`src/rtl/a1339_spi_responder_if.sv`:
```
// SPI link between the A1339 sensor controller (master) and a sensor or
// its emulation (slave); mode 3, 20-bit frames.
interface a1339_spi_responder_if;
    logic sck_i;
    logic ss_n_i;
    logic mosi_i;
    logic miso_o;
    logic miso_oe;

    modport master (
        output sck_i,
        output ss_n_i,
        output mosi_i,
        input  miso_o,
        input  miso_oe
    );

    modport slave (
        input  sck_i,
        input  ss_n_i,
        input  mosi_i,
        output miso_o,
        output miso_oe
    );
endinterface

```
`src/rtl/a1339_spi_responder.sv`:
```
// A1339 angle sensor emulation: SPI slave answering angle/turns reads with a
// 12-bit value plus 4-bit CRC, one frame after the command (interleaved).
module a1339_spi_responder #(
    parameter int         SYNC_STAGES = 2,
    parameter logic [7:0] ANGLE_ADDR  = 8'h00,
    parameter logic [7:0] TURNS_ADDR  = 8'hC0
) (
    input  logic                    clock,
    input  logic                    reset_n,
    a1339_spi_responder_if.slave    spi,
    input  logic [11:0]             angle_value,
    input  logic [11:0]             turns_value,
    input  logic                    crc_error_inject,
    output logic                    frame_done,
    output logic                    frame_error,
    output logic [19:0]             last_command
);

    typedef enum logic [1:0] {
        IDLE     = 2'd0,
        ACTIVE   = 2'd1,
        COMPLETE = 2'd2
    } state_t;

    // Sensor CRC: init 1111, MSB first, feedback into c1 and c0.
    function automatic logic [3:0] crc4_f(input logic [15:0] data);
        logic [3:0] c;
        logic       inv;
        c = 4'hF;
        for (int i = 15; i >= 0; i--) begin
            inv = data[i] ^ c[3];
            c   = {c[2], c[1], c[0] ^ inv, inv};
        end
        return c;
    endfunction

    logic [SYNC_STAGES-1:0] sck_sync_r;
    logic [SYNC_STAGES-1:0] ss_n_sync_r;
    logic [SYNC_STAGES-1:0] mosi_sync_r;
    logic                   sck_q_r;
    logic                   ss_n_q_r;

    logic                   sck_s;
    logic                   ss_n_s;
    logic                   mosi_s;
    logic                   sck_rise_s;
    logic                   sck_fall_s;
    logic                   ss_fall_s;
    logic                   ss_rise_s;

    state_t                 state_r;
    logic [19:0]            tx_r;
    logic [19:0]            rx_r;
    logic [4:0]             bit_cnt_r;
    logic [19:0]            resp_r;
    logic                   miso_r;
    logic                   miso_oe_r;
    logic                   frame_done_r;
    logic                   frame_error_r;
    logic [19:0]            last_command_r;

    logic [15:0]            resp_field_s;
    logic [3:0]             resp_crc_s;

    // Synchronizers for the asynchronous SPI pins; idle levels preset on reset.
    always_ff @(posedge clock or negedge reset_n) begin
        if (!reset_n) begin
            sck_sync_r  <= {SYNC_STAGES{1'b1}};
            ss_n_sync_r <= {SYNC_STAGES{1'b1}};
            mosi_sync_r <= {SYNC_STAGES{1'b0}};
            sck_q_r     <= 1'b1;
            ss_n_q_r    <= 1'b1;
        end else begin
            sck_sync_r  <= {sck_sync_r[SYNC_STAGES-2:0], spi.sck_i};
            ss_n_sync_r <= {ss_n_sync_r[SYNC_STAGES-2:0], spi.ss_n_i};
            mosi_sync_r <= {mosi_sync_r[SYNC_STAGES-2:0], spi.mosi_i};
            sck_q_r     <= sck_s;
            ss_n_q_r    <= ss_n_s;
        end
    end

    assign sck_s      = sck_sync_r[SYNC_STAGES-1];
    assign ss_n_s     = ss_n_sync_r[SYNC_STAGES-1];
    assign mosi_s     = mosi_sync_r[SYNC_STAGES-1];
    assign sck_rise_s = sck_s & ~sck_q_r;
    assign sck_fall_s = ~sck_s & sck_q_r;
    assign ss_fall_s  = ~ss_n_s & ss_n_q_r;
    assign ss_rise_s  = ss_n_s & ~ss_n_q_r;

    // Decode the received command into the next response field and its CRC.
    always_comb begin
        resp_field_s = 16'h0000;
        if (rx_r[19:16] == 4'h2 && rx_r[15:8] == ANGLE_ADDR) begin
            resp_field_s = {4'h0, angle_value};
        end else if (rx_r[19:16] == 4'h2 && rx_r[15:8] == TURNS_ADDR) begin
            resp_field_s = {4'h0, turns_value};
        end else begin
            resp_field_s = 16'h0000;
        end
        resp_crc_s = crc4_f(resp_field_s);
        if (crc_error_inject) begin
            resp_crc_s = ~resp_crc_s;
        end else begin
            resp_crc_s = resp_crc_s;
        end
    end

    // Frame state machine: shift out the stored response, shift in the command.
    always_ff @(posedge clock or negedge reset_n) begin
        if (!reset_n) begin
            state_r        <= IDLE;
            tx_r           <= 20'h00000;
            rx_r           <= 20'h00000;
            bit_cnt_r      <= 5'd0;
            resp_r         <= 20'h0000D;
            miso_r         <= 1'b1;
            miso_oe_r      <= 1'b0;
            frame_done_r   <= 1'b0;
            frame_error_r  <= 1'b0;
            last_command_r <= 20'h00000;
        end else begin
            frame_done_r  <= 1'b0;
            frame_error_r <= 1'b0;
            case (state_r)
                IDLE: begin
                    if (ss_fall_s) begin
                        tx_r      <= resp_r;
                        bit_cnt_r <= 5'd0;
                        miso_oe_r <= 1'b1;
                        state_r   <= ACTIVE;
                    end
                end
                ACTIVE: begin
                    if (ss_rise_s) begin
                        miso_oe_r <= 1'b0;
                        miso_r    <= 1'b1;
                        state_r   <= COMPLETE;
                    end else begin
                        if (sck_fall_s) begin
                            miso_r <= tx_r[19];
                            tx_r   <= {tx_r[18:0], 1'b0};
                        end
                        if (sck_rise_s) begin
                            rx_r <= {rx_r[18:0], mosi_s};
                            if (bit_cnt_r != 5'd31) begin
                                bit_cnt_r <= bit_cnt_r + 5'd1;
                            end
                        end
                    end
                end
                COMPLETE: begin
                    // Short or overlong frames leave the pending response intact.
                    if (bit_cnt_r == 5'd20) begin
                        last_command_r <= rx_r;
                        resp_r         <= {resp_field_s, resp_crc_s};
                        frame_done_r   <= 1'b1;
                    end else begin
                        frame_error_r  <= 1'b1;
                    end
                    miso_oe_r <= 1'b0;
                    miso_r    <= 1'b1;
                    state_r   <= IDLE;
                end
                default: begin
                    miso_oe_r <= 1'b0;
                    miso_r    <= 1'b1;
                    state_r   <= IDLE;
                end
            endcase
        end
    end

    assign spi.miso_o   = miso_r;
    assign spi.miso_oe  = miso_oe_r;
    assign frame_done   = frame_done_r;
    assign frame_error  = frame_error_r;
    assign last_command = last_command_r;

endmodule

```
`src/flat_wrapper.sv`:
```
// flat-port wrapper written by rule: the top's interface ports become plain ports
module a1339_spi_responder_flat 
#(
    parameter int         SYNC_STAGES = 2,
    parameter logic [7:0] ANGLE_ADDR  = 8'h00,
    parameter logic [7:0] TURNS_ADDR  = 8'hC0
)
  (clock, reset_n, angle_value, turns_value, crc_error_inject, frame_done, frame_error, last_command, spi_sck_i, spi_ss_n_i, spi_mosi_i, spi_miso_o, spi_miso_oe);
  a1339_spi_responder_if spi_i ();
  input  logic clock;
  input  logic reset_n;
  input  logic [11:0] angle_value;
  input  logic [11:0] turns_value;
  input  logic crc_error_inject;
  output logic frame_done;
  output logic frame_error;
  output logic [19:0] last_command;
  input wire logic [$bits(spi_i.sck_i)-1:0] spi_sck_i;
  input wire logic [$bits(spi_i.ss_n_i)-1:0] spi_ss_n_i;
  input wire logic [$bits(spi_i.mosi_i)-1:0] spi_mosi_i;
  output wire logic [$bits(spi_i.miso_o)-1:0] spi_miso_o;
  output wire logic [$bits(spi_i.miso_oe)-1:0] spi_miso_oe;
  assign spi_i.sck_i = spi_sck_i;
  assign spi_i.ss_n_i = spi_ss_n_i;
  assign spi_i.mosi_i = spi_mosi_i;
  assign spi_miso_o = spi_i.miso_o;
  assign spi_miso_oe = spi_i.miso_oe;
  a1339_spi_responder #(.SYNC_STAGES(SYNC_STAGES), .ANGLE_ADDR(ANGLE_ADDR), .TURNS_ADDR(TURNS_ADDR)) u_core (.clock(clock), .reset_n(reset_n), .spi(spi_i), .angle_value(angle_value), .turns_value(turns_value), .crc_error_inject(crc_error_inject), .frame_done(frame_done), .frame_error(frame_error), .last_command(last_command));
endmodule
```
`config.mk`:
```
export PLATFORM = sky130hd
export DESIGN_NAME = a1339_spi_responder_flat
export DESIGN_NICKNAME = d
export VERILOG_FILES = /design/src/rtl/a1339_spi_responder_if.sv /design/src/rtl/a1339_spi_responder.sv /design/src/flat_wrapper.sv
export SDC_FILE = /design/constraint.sdc
export NUM_CORES = 1
export LEC_CHECK = 0
export BUFFER_PORTS_ARGS = -buffer_cell sky130_fd_sc_hd__buf_2
export CORE_ASPECT_RATIO = 0.5
export CORE_UTILIZATION = 35
export CTS_CLUSTER_DIAMETER = 100
export DETAILED_ROUTE_END_ITERATION = 10
export SETUP_SLACK_MARGIN = 0.02
export SLEW_MARGIN = 10
export SYNTH_ARGS = -nofsm -noshare
export SYNTH_HDL_FRONTEND = slang
export SYNTH_SLANG_ARGS = --single-unit
```
`constraint.sdc`:
```
create_clock -name clock -period 3.6 [get_ports clock]
set_input_delay 0.18 -clock clock [delete_from_list [all_inputs] [get_ports clock]]
set_output_delay 0.18 -clock clock [all_outputs]
set_load 0.05 [all_outputs]
```
==> out/metrics.json <==
{
  "run_status": "complete, no violations",
  "drc": 0,
  "path_clk_slew_ns": 0.06,
  "wl_per_cell_um": 13.2,
  "maxClockFrequency_mhz": 399,
  "final.period_utilization": 0.697,
  "vdd.ir_drop.worst_mv": 0.240,
  "post_cts.repair.setup_buffers": 0,
  "place.port_buffers": 53,
  "post_synthesis_net_count": 442,
  "yosys.area.top_type_share": 0.500,
  "final_layout_size_suffix_gt1_frac": 0.237,
  "grt_pass1_vias": 2757,
  "drt-pass1-iter-count": 6,
  "setup_repair_after_global_routing_missed_its_margin": "no",
  "worstHoldPathType": "in2async",
  "coreArea_um2": 11400,
  "crit_path_max_fanout": 24,
  "report.final.slew_viol_count": 0,
  "setup-tns-final_ns": 0,
  "ys_seq_elements": 94,
  "n_antenna_cell": 0,
  "pin_count": 54,
  "finalSetupViolCount": 0,
  "crit_type": "reg2reg",
  "final.setup_skew_ns": 0.00687,
  "initial_antenna_violation_count": 0,
  "dp.final_hpwl_mm": 5.46,
  "leakage_nw": 2.47,
  "end_of_flow_core_utilization": 0.436,
  "worst_skew_pair.late_latency_ns": 0.34,
  "timing.critical_path.from_type": "register",
  "ys_dominant_reg_cell": "dfrtp_1",
  "die_area_um2": 12500,
  "cts_buffer_depth": 2,
  "cts_sinks": 94,
  "grt_overflow_total": 0,
  "clock-root-buffer": "clkbuf_16",
  "finalHoldViolCount": 0,
  "ys_types": 44,
  "postSynth.asyncResetShare": 1.00,
  "global_route.usage.total": 0.143,
  "synth_edf_count": 0,
  "viasPerCell": 4.69,
  "dr.first_iter.drc_count": 177,
  "period_needed_ns": 2.51,
  "place_area_um2": 4610,
  "synth.cell_area_um2": 4210,
  "syn_to_final_growth_pct": 17.7,
  "chip_height_um": 79.5,
  "synth.yosys.seq_area_share": 0.562,
  "final_critical_path_setup_slack_ns": 1.09,
  "initial_core_utilization": 0.371,
  "yosysTopAreaCell": "dfrtp_1",
  "ys_top_cells_by_area": "dfrtp_1 50%, nand2_1 10%, dfstp_2 6.2%",
  "p_per_area_nw_per_um2": 530,
  "netlist_instances": 409,
  "synth.cells.most_frequent": "112 x nand2_1, 84 x dfrtp_1, 23 x o21ai_0, 21 x nor2_1, 21 x xnor2_1",
  "synthesis.area_per_instance_um2": 10.3,
  "slew_headroom": 0.259,
  "total_wire_length_after_detailed_routing_mm": 8.22,
  "tightestPinTransition_ns": 1.11,
  "cts-buffers-inserted": 9,
  "number_of_max_cap_violations": 0,
  "core.rowCount": 27,
  "cp_data_arrival_time_ns": 2.73,
  "globalplace.congestion": 0.761,
  "yosysMostFrequentCell": "nand2_1",
  "grt_max_degree": 84,
  "global_route_wire_length_before_repair_mm": 13.8,
  "crit_required_ns": 3.82,
  "ys.warnings.count": 0,
  "tritoncts": "yes",
  "timing.critical_path.to_type": "register",
  "preCtsSetupSlack_ns": 1.07,
  "dr_total_vias": 2923,
  "fin_nets": 492,
  "detail-route-antenna-nets": 0,
  "finish.instance_area_um2": 4950,
  "die_width_um": 157,
  "cts_htree_levels": 3
}
area by class of cell:
type,count,area [um^2]
Clock buffer,14,274
Clock inverter,2,38.8
Fill cell,1123,6400
Inverter,9,33.8
Multi-Input combinational cell,285,1710
Sequential cell,94,2360
Tap cell,159,199
Timing Repair Buffer,60,328
where the power goes:
group / switching, mW / leakage [nW] / internal (mW) / total (mW)
Sequential: 0.0822 / 1.14 / 1.19 / 1.27
Clock: 0.383 / 0.153 / 0.597 / 0.980
Combinational: 0.208 / 1.18 / 0.166 / 0.374
Total: 0.673 / 2.47 / 1.95 / 2.63
state kept, by name, summed over array words and instances (netlist names), 2 cells and up:
register and count:
u_core.last_command 20, u_core.rx_r 20, u_core.tx_r 20, u_core.resp_r 16, u_core.bit_cnt_r 5, u_core.mosi_sync_r 2, u_core.sck_sync_r 2, u_core.ss_n_sync_r 2
layer usage:
metal,part of all wire,global-route usage,up-vias
met4,0.014,0.0495,0
met1,0.51,0.200,1417
li1,-,-,1468
met5,0,0,-
met3,0.027,0.0391,10
met2,0.45,0.213,28
through the flow:
| step | total power [mW] | hold slack, ns | std cells |
|---|---|---|---|
| 3_5_place_dp | 1.66 | 0.287 | 604 |
| 6_report | 2.63 | 0.0325 | 623 |
| 2_1_floorplan | 1.55 | -0.116 | 409 |
| 5_1_grt | 2.76 | 0.114 | 623 |
| 3_3_place_gp | 1.66 | 0.287 | 604 |
| 4_1_cts | 2.66 | 0.0691 | 623 |
placed cells by master, fill, tap and decap left out, types with 2 or more instances in the layout:
cell / Yosys / routed
nand2b_1: 5 / 5
mux2_2: 20 / 20
nand2_1: 112 / 112
and3_1: 3 / 3
nor2_1: 21 / 21
xnor3_1: 3 / 3
clkbuf_16: 0 / 9
xnor2_1: 21 / 21
ha_1: 3 / 3
a21oi_1: 3 / 3
nor3b_1: 4 / 4
dfrtp_1: 84 / 84
nand3_1: 10 / 10
buf_2: 0 / 52
nor3_1: 2 / 2
dfstp_2: 10 / 10
clkbuf_8: 0 / 3
buf_4: 1 / 5
o21ai_1: 2 / 2
inv_1: 9 / 9
o22ai_1: 3 / 3
clkbuf_1: 18 / 2
a31oi_1: 15 / 15
o22ai_2: 2 / 2
dlygate4sd3_1: 0 / 3
xor2_1: 5 / 5
a22oi_1: 9 / 9
o21ai_0: 23 / 23
timing repair:
item                      4_1_cts  5_1_grt
hold buffers                    3        0
gates resized for setup         0        0
hold endpoints to repair        3        0
path summary, 6_finish.rpt:
kind / from / endpoint / slack, ns / depth (start not counted)
worst max-delay path: u_core.spi.miso_oe / u_core.rx_r[13] / 1.09 / 4
worst min-delay path: reset_n / u_core.last_command[7] / 0.03 / 1
worst max register to register: u_core.spi.miso_oe / u_core.rx_r[13] / 1.09 / 4
worst min register to register: u_core.mosi_sync_r[0] / u_core.mosi_sync_r[1] / 0.35 / 0
max in group asynchronous: reset_n / u_core.last_command[15] / 2.81 / 2
min in group clock: crc_error_inject / u_core.resp_r[0] / 0.18 / 3
worst max-delay path, stage by stage, from the launching register on:
cell and delay (ns):
dfrtp_1 0.44, nor2b_1 0.15, buf_4 0.27, nand4b_1 0.89
mux2_2 0.62
cells by family after synthesis:
group,Yosys count,share of synthesized area
xor+xnor,30,0.0741
compound gates,62,0.0943
mux,20,0.0535
simple gates,170,0.176
flops,94,0.562
buf+inv,30,0.0312
fa+ha+maj,3,0.00892
(Power assumes the default switching activity.)
